==> src/rtl/led_fader.sv <==
// Per-LED PWM fader: each LED ramps its brightness level toward a target (on = max_level, off = 0)
// by one step per tick and drives its pin with a registered level-vs-counter compare.

module led_fader_lane #(
  parameter int PWM_BITS = 8
) (
  input  logic                clk,
  input  logic                rst,
  input  logic                enable,
  input  logic                tick,
  input  logic [PWM_BITS-1:0] target,
  input  logic [PWM_BITS-1:0] pwm_cnt,
  output logic [PWM_BITS-1:0] level,
  output logic                led,
  output logic                diff
);
  typedef enum logic [1:0] {IDLE, RISE, FALL} dir_t;
  dir_t dir;

  // Direction is recomputed every cycle, so a target change mid-ramp simply reverses from here.
  always_comb begin
    dir = IDLE;
    if (level < target)      dir = RISE;
    else if (level > target) dir = FALL;
  end

  assign diff = (dir != IDLE);

  always_ff @(posedge clk or posedge rst) begin
    if (rst) begin
      level <= '0;
      led   <= 1'b0;
    end else begin
      led <= (level > pwm_cnt);
      if (!enable) level <= '0;
      else if (tick) begin
        case (dir)
          RISE:    level <= level + 1'b1;
          FALL:    level <= level - 1'b1;
          default: level <= level;
        endcase
      end
    end
  end
endmodule

module led_fader #(
  parameter int LED      = 4,
  parameter int CLKFREQ  = 100,
  parameter int PWM_BITS = 8,
  parameter int FADE_US  = 250000
) (
  input  logic                clk,
  input  logic                rst,
  input  logic                enable,
  input  logic [PWM_BITS-1:0] max_level,
  input  logic [LED-1:0]      led_in,
  output logic [LED-1:0]      led_out,
  output logic                busy
);
  localparam int FULL     = 2**PWM_BITS - 1;
  localparam int STEP_RAW = CLKFREQ * FADE_US / FULL;
  localparam int STEP     = (STEP_RAW < 1) ? 1 : STEP_RAW;
  localparam int STEP_W   = (STEP > 1) ? $clog2(STEP) : 1;

  logic [STEP_W-1:0]                 step_cnt;
  logic [PWM_BITS-1:0]               pwm_cnt;
  logic                              tick;
  logic [LED-1:0][PWM_BITS-1:0]      target;
  logic [LED-1:0][PWM_BITS-1:0]      level;
  logic [LED-1:0]                    diff;

  assign tick = enable && (step_cnt == STEP_W'(STEP - 1));

  always_ff @(posedge clk or posedge rst) begin
    if (rst) begin
      step_cnt <= '0;
      pwm_cnt  <= '0;
      busy     <= 1'b0;
    end else if (!enable) begin
      step_cnt <= '0;
      pwm_cnt  <= '0;
      busy     <= 1'b0;
    end else begin
      step_cnt <= tick ? '0 : step_cnt + 1'b1;
      // Period of FULL cycles so that level=FULL compares high on every count.
      pwm_cnt  <= (pwm_cnt == PWM_BITS'(FULL - 1)) ? '0 : pwm_cnt + 1'b1;
      busy     <= |diff;
    end
  end

  for (genvar i = 0; i < LED; i++) begin : g_lane
    assign target[i] = led_in[i] ? max_level : '0;

    led_fader_lane #(.PWM_BITS(PWM_BITS)) u_lane (
      .clk     (clk),
      .rst     (rst),
      .enable  (enable),
      .tick    (tick),
      .target  (target[i]),
      .pwm_cnt (pwm_cnt),
      .level   (level[i]),
      .led     (led_out[i]),
      .diff    (diff[i])
    );
  end
endmodule
==> config.mk <==
export PLATFORM = sky130hd
export DESIGN_NAME = led_fader
export DESIGN_NICKNAME = d
export VERILOG_FILES = /design/src/rtl/led_fader.sv
export SDC_FILE = /design/constraint.sdc
export NUM_CORES = 1
export LEC_CHECK = 0
export CAP_MARGIN = 20
export CELL_PAD_IN_SITES_DETAIL_PLACEMENT = 0
export CELL_PAD_IN_SITES_GLOBAL_PLACEMENT = 1
export CORE_MARGIN = 5
export CORE_UTILIZATION = 52
export CTS_CLUSTER_DIAMETER = 30
export DETAILED_ROUTE_END_ITERATION = 6
export GPL_ROUTABILITY_DRIVEN = 0
export PLACE_DENSITY_LB_ADDON = 0.1
export SLEW_MARGIN = 20
export SYNTH_ARGS = -nofsm -noshare
export SYNTH_HDL_FRONTEND = slang
export SYNTH_SLANG_ARGS = --single-unit
export TNS_END_PERCENT = 20
==> constraint.sdc <==
create_clock -name clk -period 4.8 [get_ports clk]
set_input_delay 0.72 -clock clk [delete_from_list [all_inputs] [get_ports clk]]
set_output_delay 0.72 -clock clk [all_outputs]
set_load 0.005 [all_outputs]
==> results.md <==
- Fillers: 921
- Worst Hold Class: flip-flop to flip-flop
- CTS Buffer Depth: 2
- Unrepaired setup endpoints after global routing: false
- Slew @ Worst Pin: 0.598 ns
- Iteration count of the initial detailed-routing pass: 4
- Hold Path Stages: 1
- Top cells by area, synth: dfrtp_1 29%, ha_1 22%, xnor2_1 5.4%, nor2_1 4.5%, a21oi_1 4.4%
- Worst IR drop on VDD: 0.150 mV
- Nets@finish: 716
- Clock Skew: approximately 0.010 ns
- Final critical-path required period: 4.01 ns
- Cell Area, Synth: 5320 um^2
- # clock sinks: 62
- Fin Setup TNS: 0 ns
- Combinational power share: 0.161
- Power share of the sequential group: 0.489
- Residual DRC count: 0
- Core Rows: 37
- LEAKAGE: 2.66 nW
- Area of the multi-input gates: 3630 um^2
- Crit-path cells: clkdlybuf4s50_1, nand2_1, ha_1, nand4_1, nor2_1, or2_2, nand2_1, ha_1, a211oi_1, o21ai_0, a31oi_1, a21oi_1, or4_1, a21oi_1
- Cell Area, Placed: 5630 um^2
- Worst setup EP type: flip-flop
- Endpoint, Worst Hold: step_cnt[0]$_DFF_PP0_
- Cell variety after synth: 46
- Max-cap violations: 0
- Setup CP Type: primary input to flip-flop
- Worst-case reg-to-reg path depth: 13
- Yosys reg bits: 62
- Final Hold Viols: 0
- Reg2reg setup slack: between 1 and 1.5 ns
- Antenna Nets Post-Route: 0
- Hold path startpoint: step_cnt[0]$_DFF_PP0_
- Worst Path Buf+Inv: 1
- Switching share of total power: 0.282
- Layout cells sized above 1: 0.0624
- Clk root buf: clkbuf_8
- Resized Gates After CTS: 0
- Pwr Density: 191 nW/um^2
- Largest stage delay on the critical path: 0.65 ns
- H-tree depth: 3
- Port Buf Inserts: 19
- Worst path required time: roughly 5.1 ns
- Util after Layout: 0.571
- Worst slew margin: 0.599
- CP Launch Type: primary input
- Post-CTS Hold Fix Bufs: 0
- Post-detail-place hpwl: 9.37 mm
- Post-route cell area: 5790 um^2
- Pint: 795 uW
- Core ar.: 10100 um^2
- Fin crit share: 0.836
- First-pass GRT wire length: 20.6 mm
- Routed via count: 4214
- Post-Syn Nets: 696
- DIE AREA: 12300 um^2
- Async SR Flop Fraction: 1.00
- WL final: 12.1 mm
- Worst Hold Slack: about 0.50 ns
- Delay-heaviest family, CP: simple AND/OR/NAND/NOR gates
- Sequential area share after synthesis: 0.292
- Yosys Warn Count: 0
- Initial antenna violation count: 0
- Clock power frac: 0.350
- Avg Inst Size Synth: 9.09 um^2
- Cts bufs inserted: 9
- Vias in the first global route: 4332
- Antenna diodes: 0
- Die W: 111 um
- Reg-to-reg startpoint: g_lane[2].u_lane.level[0]$_DFFE_PP0P_
- Clk slew on worst S/H paths: 0.07 ns
- Routed len/inst: 16.3 um
- Largest net degree at the start of global routing: 38
- Number of synthesized flops with an enable pin: 0
- CP max-delay cell: clkdlybuf4s50_1
- Sw power: roughly 310 uW
- Crit Path Max Fanout: 8
- Data arrival, critical path: around 4.3 ns
- Main synth FF type: dfrtp_1
- Critical R2R Capture: g_lane[2].u_lane.level[7]$_DFFE_PP0P_
- Starting Density: 0.524
- Largest area contributor in the netlist: dfrtp_1
- Max frequency: 249 MHz
- GRT overflow: 0
- Seq. cell area: ~1600 um^2
- CTS tree: yes
- Iter 0 DRT Violations: 228
- Total GRT Usage: 0.206
- Max-slew violation total from the final report: 0
- Outcome: complete, no violations
- Final setup vio count: 0
- Clk Latency, worst-skew pair: 0.35 ns
- I/O pin count: 20
- Post-CTS setup buffers: 0
- Cells after Synth: 585
- Layout Area Growth over Synthesis: 8.87%
- Chip Height: 111 um
- Vias/cell: 5.66
- Top-area cell type share of the netlist area: 0.292
state kept, by name (all words and copies together) (netlist names):
| register | count |
|---|---|
| pwm_cnt | 8 |
| step_cnt | 17 |
| g_lane.u_lane.level | 32 |
| g_lane.u_lane.led | 4 |
| busy | 1 |
power by group through the flow:
stage	Clock, mW	Sequential [mW]	Combinational (mW)
after floorplan	0	0.548	0.127
after global placement	0	0.550	0.175
after detailed placement	0	0.551	0.180
after CTS	0.404	0.541	0.180
final	0.388	0.541	0.178
after global routing	0.428	0.542	0.201
metrics by stage:
step                      total power [mW]  setup slack [ns]  cells
after floorplan                      0.675              1.24    585
after global placement               0.725             0.439    730
after detailed placement             0.730             0.437    730
after CTS                             1.12             0.804    745
after global routing                  1.17             0.488    745
final                                 1.11             0.788    745
routing by layer:
metal | part of all wire | global-route usage | vias up
met4 | 0.020 | 0.0689 | 0
li1 | - | - | 2141
met5 | 0 | 0 | -
met1 | 0.48 | 0.260 | 2005
met2 | 0.48 | 0.351 | 50
met3 | 0.028 | 0.0415 | 18
cell usage after synthesis, drive strengths merged (2+ instances only):
cell type / n
nor2b: 12
or2: 12
dfrtp: 62
o21ai: 16
xnor2: 33
fa: 4
nor2: 68
buf: 4
or4: 4
clkbuf: 8
mux2i: 20
a211o: 4
nand2b: 7
a21o: 8
a21oi: 47
and4: 2
inv: 18
o31ai: 4
o21bai: 4
xor2: 11
nand4: 14
nand3: 13
ha: 92
a211oi: 8
a31oi: 8
nor3: 5
nand2: 51
and3: 13
o21a: 10
and2: 4
o211ai: 8
a22o: 3
worst max-delay path by stage:
stage | start | endpoint | slack (ns) | cells past startpoint
floorplan | led_in[2] | g_lane[2].u_lane.level[7]$_DFFE_PP0P_ | 1.24 | 14
global placement | led_in[0] | g_lane[0].u_lane.level[7]$_DFFE_PP0P_ | 0.44 | 14
detailed placement | led_in[0] | g_lane[0].u_lane.level[7]$_DFFE_PP0P_ | 0.44 | 14
CTS | led_in[0] | g_lane[0].u_lane.level[7]$_DFFE_PP0P_ | 0.80 | 14
global route | led_in[0] | g_lane[0].u_lane.level[7]$_DFFE_PP0P_ | 0.49 | 14
finish | led_in[0] | g_lane[0].u_lane.level[7]$_DFFE_PP0P_ | 0.79 | 14
cell usage in the layout, fill, tap and decap left out, drive strengths merged, types with 5 or more instances in the layout:
master          n
dfrtp          62
o21ai          16
nand4          14
or2            12
o211ai          8
a211oi          8
xnor2          33
clkdlybuf4s50  19
and3           13
inv            18
a21oi          47
o21a           10
a31oi           8
ha             92
nor2b          12
nor2           68
clkbuf         11
xor2           11
mux2i          20
nor3            5
nand2          51
nand2b          7
a21o            8
nand3          13
logic make-up after synthesis:
group / synth area share
AOI/OAI and AO/OA: 0.144
muxes: 0.0398
and+or+nand+nor: 0.195
adders and majority gates: 0.232
DFF: 0.292
xor gates and xnor gates: 0.0725
buffers and inverters: 0.0247
cell type report:
class,count,area share
Clock buffer,11,0.0227
Clock inverter,4,0.00432
Inverter,19,0.0123
Multi-Input combinational cell,492,0.628
Sequential cell,62,0.268
Tap cell,136,0.0294
Timing Repair Buffer,21,0.0354
Note: power is estimated with default switching activity, not from simulation.
